## config.mk

```make
export PLATFORM = sky130hd
export DESIGN_NAME = ddr_burst_sequencer
export DESIGN_NICKNAME = d
export VERILOG_FILES = /design/src/rtl/ddr_burst_sequencer.sv
export SDC_FILE = /design/constraint.sdc
export NUM_CORES = 1
export LEC_CHECK = 0
export CORE_MARGIN = 10
export CORE_UTILIZATION = 51
export DETAILED_ROUTE_END_ITERATION = 7
export MAX_ROUTING_LAYER = met4
export PLACE_DENSITY = 0.75
export SETUP_SLACK_MARGIN = 0.05
export SYNTH_ARGS = -nofsm -noshare
export SYNTH_HDL_FRONTEND = slang
export SYNTH_SLANG_ARGS = --single-unit
```

## constraint.sdc

```tcl
create_clock -name clk -period 2.8 [get_ports clk]
set_input_delay 0.56 -clock clk [delete_from_list [all_inputs] [get_ports clk]]
set_output_delay 0.56 -clock clk [all_outputs]
set_load 0.05 [all_outputs]
```

## src/rtl/ddr_burst_sequencer.sv

```systemverilog
`default_nettype none
// ============================================================================
// Module   : ddr_burst_sequencer
// Brief    : Queues decoded READ/WRITE commands and replays each as a BL-beat
//            burst CL/CWL cycles later with registered enables, DQS and column.
// Revision : 1.0 - initial release
// ============================================================================
module ddr_burst_sequencer #(
    parameter int RANKS    = 1,
    parameter int BGWIDTH  = 2,
    parameter int BAWIDTH  = 2,
    parameter int COLWIDTH = 10,
    parameter int BL       = 8,
    parameter int CL       = 16,
    parameter int CWL      = 12,
    parameter int QDEPTH   = 4,
    localparam int RW      = (RANKS > 1) ? $clog2(RANKS) : 1,
    localparam int BLW     = $clog2(BL),
    localparam int QW      = $clog2(QDEPTH + 1)
) (
    input  logic                clk,
    input  logic                reset,
    input  logic [RANKS-1:0]    cs_n,
    input  logic                rd,
    input  logic                wr,
    input  logic [BGWIDTH-1:0]  bg,
    input  logic [BAWIDTH-1:0]  ba,
    input  logic [COLWIDTH-1:0] col,
    output logic                rd_oe,
    output logic                wr_cap,
    output logic [BLW-1:0]      beat,
    output logic                dqs_t_o,
    output logic [RW-1:0]       burst_rank,
    output logic [BGWIDTH-1:0]  burst_bg,
    output logic [BAWIDTH-1:0]  burst_ba,
    output logic [COLWIDTH-1:0] burst_col,
    output logic [QW-1:0]       q_count,
    output logic                busy,
    output logic                overflow,
    output logic                late,
    output logic                cmd_err
);

    localparam int LMAX = (CL > CWL) ? CL : CWL;
    localparam int CDW  = $clog2(LMAX);
    localparam int PW   = (QDEPTH > 1) ? $clog2(QDEPTH) : 1;

    localparam logic [0:0] ST_IDLE  = 1'b0;
    localparam logic [0:0] ST_BURST = 1'b1;

    // ---------------------------------------------------------------- queue
    logic                r_q_wr   [QDEPTH];
    logic [RW-1:0]       r_q_rank [QDEPTH];
    logic [BGWIDTH-1:0]  r_q_bg   [QDEPTH];
    logic [BAWIDTH-1:0]  r_q_ba   [QDEPTH];
    logic [COLWIDTH-1:0] r_q_col  [QDEPTH];
    logic [CDW-1:0]      r_q_cd   [QDEPTH];
    logic [PW-1:0]       r_rptr, r_wptr;
    logic [QW-1:0]       r_count, w_count_nxt;

    logic [0:0]          r_state, w_state_nxt;
    logic [BLW-1:0]      r_beat, w_beat_nxt;
    logic                r_is_wr, w_is_wr_nxt;
    logic [RW-1:0]       r_rank, w_rank_nxt;
    logic [BGWIDTH-1:0]  r_bg, w_bg_nxt;
    logic [BAWIDTH-1:0]  r_ba, w_ba_nxt;
    logic [COLWIDTH-1:0] r_col, w_col_nxt;
    logic [COLWIDTH-1:0] r_bcol, w_bcol_nxt;
    logic                r_rd_oe, r_wr_cap, r_dqs, r_busy;
    logic                w_rd_oe_nxt, w_wr_cap_nxt, w_dqs_nxt, w_busy_nxt, w_burst_nxt;
    logic                r_overflow, r_late, r_cmd_err;

    logic                w_any_low, w_multi_low;
    logic [RW-1:0]       w_rank_idx;
    logic                w_cmd_valid, w_cmd_err;
    logic                w_head_elig, w_last, w_full;
    logic                w_push, w_pop, w_ovf, w_late;

    function automatic logic [PW-1:0] ptr_inc(input logic [PW-1:0] p);
        return (p == PW'(QDEPTH - 1)) ? '0 : p + 1'b1;
    endfunction

    always_comb begin
        w_any_low   = 1'b0;
        w_multi_low = 1'b0;
        w_rank_idx  = '0;
        for (int i = 0; i < RANKS; i++) begin
            if (!cs_n[i]) begin
                if (w_any_low)
                    w_multi_low = 1'b1;
                w_any_low  = 1'b1;
                w_rank_idx = RW'(i);
            end
        end
    end

    assign w_cmd_valid = w_any_low && !w_multi_low && (rd ^ wr);
    assign w_cmd_err   = w_any_low && (rd || wr) && (w_multi_low || (rd && wr));

    assign w_head_elig = (r_count != '0) && (r_q_cd[r_rptr] == '0);
    assign w_last      = (r_beat == BLW'(BL - 1));
    assign w_pop       = w_head_elig && ((r_state == ST_IDLE) || w_last);
    assign w_full      = (r_count == QW'(QDEPTH));
    // A pop on the same edge frees the slot the incoming command needs.
    assign w_push      = w_cmd_valid && (!w_full || w_pop);
    assign w_ovf       = w_cmd_valid && w_full && !w_pop;
    assign w_late      = w_head_elig && (r_state == ST_BURST) && !w_last;

    always_comb begin
        w_count_nxt = r_count;
        case ({w_push, w_pop})
            2'b10:   w_count_nxt = r_count + 1'b1;
            2'b01:   w_count_nxt = r_count - 1'b1;
            default: w_count_nxt = r_count;
        endcase
    end

    // Storage needs no reset: entries are only read while counted as valid.
    always_ff @(posedge clk) begin
        for (int i = 0; i < QDEPTH; i++) begin
            if (r_q_cd[i] != '0)
                r_q_cd[i] <= r_q_cd[i] - 1'b1;
        end
        if (w_push) begin
            r_q_wr[r_wptr]   <= wr;
            r_q_rank[r_wptr] <= w_rank_idx;
            r_q_bg[r_wptr]   <= bg;
            r_q_ba[r_wptr]   <= ba;
            r_q_col[r_wptr]  <= col;
            r_q_cd[r_wptr]   <= wr ? CDW'(CWL - 1) : CDW'(CL - 1);
        end
    end

    always_ff @(posedge clk or posedge reset) begin
        if (reset) begin
            r_rptr  <= '0;
            r_wptr  <= '0;
            r_count <= '0;
        end else begin
            if (w_push)
                r_wptr <= ptr_inc(r_wptr);
            if (w_pop)
                r_rptr <= ptr_inc(r_rptr);
            r_count <= w_count_nxt;
        end
    end

    // ---------------------------------------------------------- burst engine
    always_ff @(posedge clk or posedge reset) begin
        if (reset)
            r_state <= ST_IDLE;
        else
            r_state <= w_state_nxt;
    end

    always_comb begin
        w_state_nxt = r_state;
        case (r_state)
            ST_IDLE:  if (w_head_elig)            w_state_nxt = ST_BURST;
            ST_BURST: if (w_last && !w_head_elig) w_state_nxt = ST_IDLE;
            default:                              w_state_nxt = ST_IDLE;
        endcase
    end

    always_comb begin
        w_is_wr_nxt = r_is_wr;
        w_rank_nxt  = r_rank;
        w_bg_nxt    = r_bg;
        w_ba_nxt    = r_ba;
        w_col_nxt   = r_col;
        if (w_pop) begin
            w_is_wr_nxt = r_q_wr[r_rptr];
            w_rank_nxt  = r_q_rank[r_rptr];
            w_bg_nxt    = r_q_bg[r_rptr];
            w_ba_nxt    = r_q_ba[r_rptr];
            w_col_nxt   = r_q_col[r_rptr];
        end
        w_burst_nxt = (w_state_nxt == ST_BURST);
        w_beat_nxt  = '0;
        if (w_burst_nxt && !w_pop)
            w_beat_nxt = r_beat + 1'b1;
        // Sequential order wraps inside the BL-aligned column block.
        w_bcol_nxt   = {w_col_nxt[COLWIDTH-1:BLW], w_col_nxt[BLW-1:0] + w_beat_nxt};
        w_rd_oe_nxt  = w_burst_nxt && !w_is_wr_nxt;
        w_wr_cap_nxt = w_burst_nxt && w_is_wr_nxt;
        w_dqs_nxt    = w_burst_nxt && !w_beat_nxt[0];
        w_busy_nxt   = (w_count_nxt != '0) || w_burst_nxt;
    end

    always_ff @(posedge clk or posedge reset) begin
        if (reset) begin
            r_beat     <= '0;
            r_is_wr    <= 1'b0;
            r_rank     <= '0;
            r_bg       <= '0;
            r_ba       <= '0;
            r_col      <= '0;
            r_bcol     <= '0;
            r_rd_oe    <= 1'b0;
            r_wr_cap   <= 1'b0;
            r_dqs      <= 1'b0;
            r_busy     <= 1'b0;
            r_overflow <= 1'b0;
            r_late     <= 1'b0;
            r_cmd_err  <= 1'b0;
        end else begin
            r_beat     <= w_beat_nxt;
            r_is_wr    <= w_is_wr_nxt;
            r_rank     <= w_rank_nxt;
            r_bg       <= w_bg_nxt;
            r_ba       <= w_ba_nxt;
            r_col      <= w_col_nxt;
            r_bcol     <= w_bcol_nxt;
            r_rd_oe    <= w_rd_oe_nxt;
            r_wr_cap   <= w_wr_cap_nxt;
            r_dqs      <= w_dqs_nxt;
            r_busy     <= w_busy_nxt;
            r_overflow <= r_overflow | w_ovf;
            r_late     <= r_late | w_late;
            r_cmd_err  <= r_cmd_err | w_cmd_err;
        end
    end

    assign rd_oe      = r_rd_oe;
    assign wr_cap     = r_wr_cap;
    assign beat       = r_beat;
    assign dqs_t_o    = r_dqs;
    assign burst_rank = r_rank;
    assign burst_bg   = r_bg;
    assign burst_ba   = r_ba;
    assign burst_col  = r_bcol;
    assign q_count    = r_count;
    assign busy       = r_busy;
    assign overflow   = r_overflow;
    assign late       = r_late;
    assign cmd_err    = r_cmd_err;

endmodule
`default_nettype wire

```

* After elaboration in Yosys (flattened, before gate mapping)
Memories as Yosys holds them, arrays and structs flattened. A register that Yosys moved wholly into a read port is not among the register bits.
Cells that the tools add are included.
** Operators by class
- $add $sub $neg :: 10
- Multiply operators :: 0
- Divide/modulo/power cells :: 0
- Magnitude comparators :: 0
- Equality and inequality tests :: 6
- Shift-type cells :: 0
- Muxes and demuxes :: 21
- Bitwise operators :: 5
- Reduce and logical (&&, ||, !) cells :: 33
** Operators by type and width (count)
- 1-bit logical AND :: 16
- 4-bit nonzero test :: 4
- 4-bit by 1-bit subtractor with 4-bit output, second input constant :: 4
- 1-bit two-way mux :: 14
- 10-bit two-way mux :: 1
- 3-bit by 1-bit adder with 3-bit output, second input constant :: 2
- 2-bit equality test, second input constant :: 3
- 3-bit equality test, second input constant :: 2
- 1-bit zero test :: 6
- 3-bit two-way mux :: 2
- 3-bit case mux with 2 select lines :: 1
- 3-bit nonzero test :: 2
- 2-bit by 1-bit adder with 2-bit output, second input constant :: 2
- 4-bit zero test :: 1
- 1-bit logical OR :: 4
- 2-bit two-way mux :: 2
- 3-bit adder :: 1
- 1-bit OR :: 3
- 3-bit by 1-bit subtractor with 3-bit output, second input constant :: 1
- 2-bit by 1-bit equality test with 1-bit output, second input constant :: 1
- 1-bit case mux with 2 select lines :: 1
- 1-bit NOT :: 1
- 1-bit bitwise XOR :: 1
** Storage, ports and cells
- Bits in registers :: 40
- Latch bits :: 0
- RAM bits :: 76
- Bits in read-only memories :: 0
- Logic and storage cells :: 96
- Memories kept :: 5
** Memory list
- r_q_col :: depth 4, width 10, rd ports 1, clocked after Yosys merged registers in 0, wr ports 1, line 56 : logic [COLWIDTH-1:0] r_q_col [QDEPTH];
- r_q_cd :: depth 4, width 4, rd ports 5, clocked after Yosys merged registers in 0, wr ports 5, line 57 : logic [CDW-1:0] r_q_cd [QDEPTH];
- r_q_ba :: depth 4, width 2, rd ports 1, clocked after Yosys merged registers in 1, wr ports 1, line 55 : logic [BAWIDTH-1:0] r_q_ba [QDEPTH];
- r_q_bg :: depth 4, width 2, rd ports 1, clocked after Yosys merged registers in 1, wr ports 1, line 54 : logic [BGWIDTH-1:0] r_q_bg [QDEPTH];
- r_q_wr :: depth 4, width 1, rd ports 1, clocked after Yosys merged registers in 0, wr ports 1, line 52 : logic r_q_wr [QDEPTH];

* Longest topological paths before layout
Gate-level depths: netlist of run 1.
An unclocked memory read counts as a cell.
- Word-level depth :: 11
- Gate-level depth with buffers :: 13
- Mapped depth without buffers :: 13

* Least setup slack after synthesis of run 1
OpenSTA, ideal clock, no wires.
- Path kind :: register to register
- From :: register r_beat[0] (netlist: beat[0])
- To :: register r_busy (netlist: busy)
- Arrival :: 2.995 ns
- Required time :: 2.662 ns
- Path slack :: -0.333 ns
- Stages on the path, launching flop included :: 14
- Buffers on the path :: 0
- Clock period less this slack :: 3.133 ns
- Path through :: dfrtp_1 ha_1 ha_1 nand2b_1 a21bo_2 and2_1 inv_1 ha_1 inv_1 fa_1 xor2_1 nor2_1 xor2_1 or4_1
** On the way
- Cells in the longest elaborated chain, start to end :: 9
** RTL lines
- start: declaration :: line 62 : logic [BLW-1:0] r_beat, w_beat_nxt;
- start signal: assignment :: line 207 : r_beat <= w_beat_nxt;
- 3-bit equality test * :: line 101 : assign w_last = (r_beat == BLW'(BL - 1));
- 1-bit logical OR * :: line 102 : assign w_pop = w_head_elig && ((r_state == ST_IDLE) || w_last);
- 1-bit logical AND * :: line 102
- 1-bit logical OR :: line 105 : assign w_push = w_cmd_valid && (!w_full || w_pop);
- 1-bit logical AND :: line 105
- 2-bit by 1-bit equality test with 1-bit output / 2-bit equality test (equally long branches) :: line 111 : case ({w_push, w_pop})
- 3-bit case mux with 2 select lines * :: line 111
- net w_count_nxt[2] :: line 59 : logic [QW-1:0] r_count, w_count_nxt;
- 3-bit nonzero test * :: line 187 : w_busy_nxt = (w_count_nxt != '0) || w_burst_nxt;
- 1-bit logical OR * :: line 187
- net w_busy_nxt :: line 70 : logic w_rd_oe_nxt, w_wr_cap_nxt, w_dqs_nxt, w_busy_nxt, w_burst_nxt;
- end signal: assignment :: line 217 : r_busy <= w_busy_nxt;
- end: declaration :: line 69 : logic r_rd_oe, r_wr_cap, r_dqs, r_busy;
The timed path passes the listed nets; every way through them passes the cells marked *.
A chain may end at the register's enable or synchronous reset.

==> results.toml, run 1 <==
[die]
top_level_ports = 47
die_h_um = 116
fp.coreArea_sq_um = 9110
start_util_pct = 51.7
die_x_um = 116
rows = 35
dieArea_sq_um = 13500

[finish]
layout.nets = 429
antenna_cells = 0
stdcell_count = 507
mostFrequentLayoutCells = "edfxtp_1, clkdlybuf4s50_1, dfrtp_1"
layout_commonest_cell = "edfxtp_1"
stdcell_area_sq_um = 5740
drive_gt1_share_pct = 22.5
synthToLayoutAreaGrowth_pct = 21.8

[drt]
vias = 2659
routedWlPerCell_um = 16.4
drtPass1Iterations = 4
finalWirelength_mm = 8.32
dr.first_iter.drc_count = 76
via_per_inst = 5.24
drc = 0
ant_nets = 0

[setup_path]
r2r_start = "r_q_cd[3][2]"
path_cells = "nor4_1, mux4_2, a21bo_4, and2_4, inv_1, ha_2, inv_1, fa_2, xor2_1, nor2_1, xor2_1, or4_1"
rrSetupSlack_ns = 0.01
cp_max_fo = 2
crit_path_start = "r_q_cd[3][2]"
setup.worst_path.end_class = "flop"
crit_slowest_cell = "mux4_2"
cp-start-kind = "flop"
path_class = "reg2reg"
r2r-end = "busy"
cp.arrival_ns = 3.03
cpPeakStageDelay_ns = 0.51
r2r_cells = 12
worstPathRequired_ns = 3.05

[clock_network]
cts-hold-fix-buffers = 0
clkSinkCount = 112
cts_tree = "built"
cts.clk_slew.worst_paths_ns = 0.11
h-tree-depth = 3
clk_latency_ns = 0.37
cts_buffer_depth = 2
cts_buffers = 9
root_buffer = "clkbuf_8"

[yosys]
synth-edff-count = 64
syn_area_sq_um = 4710
synth_top_area_cell = "edfxtp_1"
async_flop_share_pct = 32.1
synth_flop_cell = "edfxtp_1"
synth-seq-cells = 112
synth.avg_cell_area_sq_um = 15.0
syn_nets = 352
synth_top_area_share_pct = 40.8
ys_warn_count = 0
ys_seq_area_share_pct = 65.0
synth_cell_types = 39
synthesis.instances = 314
netlist_top_cells_area = "edfxtp_1, dfrtp_1, dfxtp_1"

[power]
power_mw = 6.22
combPwrFrac_pct = 45.7
internal_power_mw = 3.84
p_seq_share_pct = 39.6
p_leak_nw = 2.34
p_per_area_nw_per_um2 = 1080
ir_worst_vdd_uv = 530
switching_share_pct = 38.3
switching_power_mw = 2.38
pwr-share-clk_pct = 14.7

[grt]
antenna_found_initial = 0
grt_max_degree = 25
grt.overflow.total = 0
grt_usage_pct = 13.6
grt_first_pass_wirelength_mm = 13.9
grt_pass1_vias = 2934

[timing]
worst_clock_skew_ns = 0.0141
fin_ws_ns = 0.0132
period_share_pct = 99.5
relSlewSlack_pct = 60.5
fmax_mhz = 359
tightest_slew_ns = 0.587
setup_violations = 0
finalHoldViolCount = 0
min_period_ns = 2.79
rsz0062_at_grt = "true"
drv_slew = 0

[run_status]
status = "finished clean"

[placement]
port_buffers = 45
post-place-cells = 490
pre_cts_ws_ns = -0.383
place_hpwl_mm = 5.94
gp_congestion = 0.785
postPlaceCellArea_sq_um = 5540

[hold_path]
hp-start = "overflow"
hold_depth = 1
min_to = "overflow"
worstHoldPathType = "reg2reg"

[flow_run]
drv_cap = 0
-- synth_stat cells, types with 2 or more instances --
cell type	instances
a211o_1	3
a21o_1	3
a21oi_1	2
and2_1	6
buf_2	3
buf_4	8
clkbuf_1	2
dfrtp_1	36
dfxtp_1	12
edfxtp_1	64
fa_1	2
ha_1	17
inv_1	22
mux2_2	17
mux2i_1	4
mux4_1	6
mux4_2	10
nand2_1	28
nand3_1	8
nor2_1	9
nor2b_1	2
nor3_1	6
nor4_1	4
o21ai_0	12
or2_2	2
or3_1	5
xnor2_1	6
xor2_1	4
-- worst max-delay path: cells and delay by family, from the launching register on --
family	cells	cell delay, ns
multiplexers	1	0.51
AO/OA/AOI/OAI	1	0.23
AND/OR/NAND/NOR	4	0.68
XOR/XNOR	2	0.29
adder cells (fa/ha/maj)	2	0.49
flip-flops	1	0.37
buffers and inverters	2	0.10
-- routing by layer --
metal	routed length (um)	track usage (%)
met5	0	-
met4	112	5.00
met3	286	2.82
met2	4270	23.4
met1	3650	15.3
-- worst max-delay path by stage --
stage	to	slack, ns	depth (start not counted)
global placement	busy	-0.31	13
floorplan	busy	-0.09	13
CTS	busy	0.0005	12
finish	busy	0.01	12
global route	busy	-0.16	12
detailed placement	busy	-0.38	11
-- cell families after synthesis --
logic type	synth area share (%)
mux	13.0
other cells	0.0796
fa+ha+maj	5.36
simple gates	7.86
flops	65.0
compound gates	3.08
buf+inv	3.74
xor+xnor	1.86
-- repair_timing --
item,4_1_cts,5_1_grt
endpoints found under the hold margin,0,0
buffers inserted,1,0
endpoints found under the setup margin,1,2
gates resized for setup,1,1
pin swaps,0,3
gates cloned,0,0
-- layout make-up --
| type | count | area [sq um] |
|---|---|---|
| inverter | 22 | 82.6 |
| multi-input combinational | 166 | 1510 |
| clock inverter | 6 | 61.3 |
| clock buffer | 10 | 128 |
| timing repair buffer | 80 | 754 |
| tap | 111 | 139 |
| fill | 695 | 3370 |
| sequential | 112 | 3070 |
-- through the flow --
stage,hold WS (ns),TNS [ns],util (%)
after CTS,0.468,0,63.0
after detailed placement,0.446,-0.383,60.8
after global routing,0.495,-0.160,63.0
final,0.467,0,63.0
after floorplan,0.457,-0.0877,-
after global placement,0.438,-0.314,60.8
-- state kept, by name, summed over array words and instances, names as in the netlist, 2 cells and up --
name / flops
burst_bg: 2
r_q_ba: 8
r_wptr: 2
beat: 3
r_q_wr: 4
burst_col: 10
r_q_cd: 16
q_count: 3
burst_ba: 2
r_rptr: 2
r_q_col: 40
r_col: 3
r_q_bg: 8
-- power groups by stage --
stage	Clock [mW]	Combinational, mW	Sequential [mW]
finish	0.912	2.84	2.47
floorplan	0	1.50	2.94
detailed placement	0	2.86	2.51
global route	1.01	3.10	2.53
global placement	0	2.75	2.49
CTS	0.938	2.89	2.47
(Power assumes the default switching activity.)
==> run 2: changes to the inputs <==
Settings changed: CAP_MARGIN set to 20, CORE_UTILIZATION 51 to 29, PLACE_DENSITY 0.75 to not set.
==> run 2 against run 1 <==
Against the previous run: utilization down 25 points; critical path depth unchanged; total power grew 6.4%; hold slack worse by 0.0018 ns; register-to-register slack about the same; setup slack improved by 0.0055 ns; via count decreased by 0.19%; critical path type unchanged; die area rose by 61%; clock-buffer cell count fell by 1.
==> results.toml, run 2 (same netlist as run 1, synthesis figures left out) <==
[setup_path]
cp_max_fo = 3
path_class = "reg2reg"
cpPeakStageDelay_ns = 0.51
worstPathRequired_ns = 3.02
setup.worst_path.end_class = "flop"
path_cells = "nor4_2, mux4_2, a21bo_4, and2_4, inv_1, ha_2, inv_1, fa_2, xor2_1, nor2_1, xor2_1, or4_1"
cp.arrival_ns = 3.01
crit_slowest_cell = "mux4_2"
cp-start-kind = "flop"

[timing]
relSlewSlack_pct = 59.6
min_period_ns = 2.78
period_share_pct = 99.3
worst_clock_skew_ns = 0.00480
fmax_mhz = 360
drv_slew = 0
finalHoldViolCount = 0
finalSetupTns_ns = 0
rsz0062_at_grt = "true"
tightest_slew_ns = 0.600
setup_violations = 0

[drt]
via_per_inst = 4.34
vias = 2654
routedWlPerCell_um = 14.4
drc = 0
finalWirelength_mm = 8.82
drtPass1Iterations = 4
dr.first_iter.drc_count = 110
ant_nets = 0

[finish]
antenna_cells = 0
ff_latch_area_sq_um = 3070
synthToLayoutAreaGrowth_pct = 27.8
layout_commonest_cell = "edfxtp_1"
utilization_pct = 37.9
multi_input_area_sq_um = 1520
top_register = "r_q_col"
largest_reg_flops = 40
fillCellCount = 1513
layout.nets = 429
mostFrequentLayoutCells = "edfxtp_1, clkdlybuf4s50_1, dfrtp_1"
drive_gt1_share_pct = 23.2

[flow_run]
drv_cap = 0

[clock_network]
cts_buffers = 9
cts_buffer_depth = 2
clkSinkCount = 112
clk_latency_ns = 0.35
h-tree-depth = 3
cts.clk_slew.worst_paths_ns = 0.07
root_buffer = "clkbuf_16"
cts_tree = "built"

[die]
start_util_pct = 29.7
fp.coreArea_sq_um = 15900
dieArea_sq_um = 21800
top_level_ports = 47
die_x_um = 147
rows = 46
die_h_um = 147

[hold_path]
worstHoldPathType = "reg2reg"

[power]
p_leak_nw = 2.40
p_per_area_nw_per_um2 = 1100
ir_worst_vdd_uv = 411

[placement]
gp_congestion = 0.716
port_buffers = 45
place_hpwl_mm = 6.15

[grt]
grt_pass1_vias = 2926
grt_usage_pct = 8.77
grt_first_pass_wirelength_mm = 14.6
grt_max_degree = 26
antenna_found_initial = 0
grt.overflow.total = 0

[run_status]
status = "finished clean"
[run 2: changes by cell type in the layout (fill, tap and decap cells not counted), sizes merged]
cell / previous run / this run
bufinv: 0 / 1
clkinvlp: 1 / 0
clkbuf: 10 / 9
clkinv: 1 / 3
inv: 26 / 25
[run 2: per-layer routing]
metal,routed length [um],up-vias,global-route usage (%)
met5,0,-,-
met4,216,0,4.21
met3,399,14,2.50
met2,4260,50,14.1
met1,3950,1309,9.91
li1,-,1281,-
[run 2: timing repair]
item,in CTS,in global routing
gates resized for setup,3,2
cloned,0,0
setup endpoints to repair,1,2
setup buffers,2,0
hold buffers,0,0
[run 2: power breakdown]
| part | switching [mW] | leakage [nW] | internal (mW) | total, mW |
|---|---|---|---|---|
| sequential | 0.233 | 1.12 | 2.24 | 2.47 |
| combinational | 1.59 | 1.13 | 1.27 | 2.86 |
| clock | 0.584 | 0.150 | 0.703 | 1.29 |
| total | 2.41 | 2.40 | 4.21 | 6.62 |
[run 2: area by class of cell]
cell class                      count  share of cell area (%)
Timing Repair Buffer               80                    13.0
Tap cell                          216                    4.49
Clock buffer                        9                    3.74
Clock inverter                      7                    1.27
Sequential cell                   112                    50.9
Multi-Input combinational cell    166                    25.2
Inverter                           22                    1.37
[run 2: path summary, 6_finish.rpt]
check	slack [ns]	cells past startpoint	to	from
setup / recovery	0.02	12	busy	r_q_cd[2][2]
hold / removal	0.47	1	late	late
setup reg to reg	0.02	12	busy	r_q_cd[2][2]
hold reg to reg	0.47	1	late	late
max in group asynchronous	1.66	3	beat[1]	reset
min in group asynchronous	0.58	2	burst_bg[1]	reset
[run 2: worst max-delay path, delay by kind of cell, from the launching register on]
kind / cells / cell delay (ns)
compound gates: 1 / 0.23
fa+ha+maj: 2 / 0.49
mux: 1 / 0.51
xor+xnor: 2 / 0.25
buf+inv: 2 / 0.10
simple gates: 4 / 0.70
flops: 1 / 0.38
[run 2: through the flow]
stage / hold WS, ns / cell area [sq um] / cells / setup WS [ns] / power (mW)
5_1_grt: 0.499 / 6020 / 612 / -0.161 / 7.09
3_5_place_dp: 0.460 / 5690 / 594 / -0.367 / 5.39
6_report: 0.466 / 6020 / 612 / 0.0187 / 6.62
2_1_floorplan: 0.457 / 4750 / 314 / -0.0877 / 4.44
3_3_place_gp: 0.437 / 5690 / 594 / -0.343 / 5.30
4_1_cts: 0.478 / 6010 / 612 / -0.0201 / 6.73
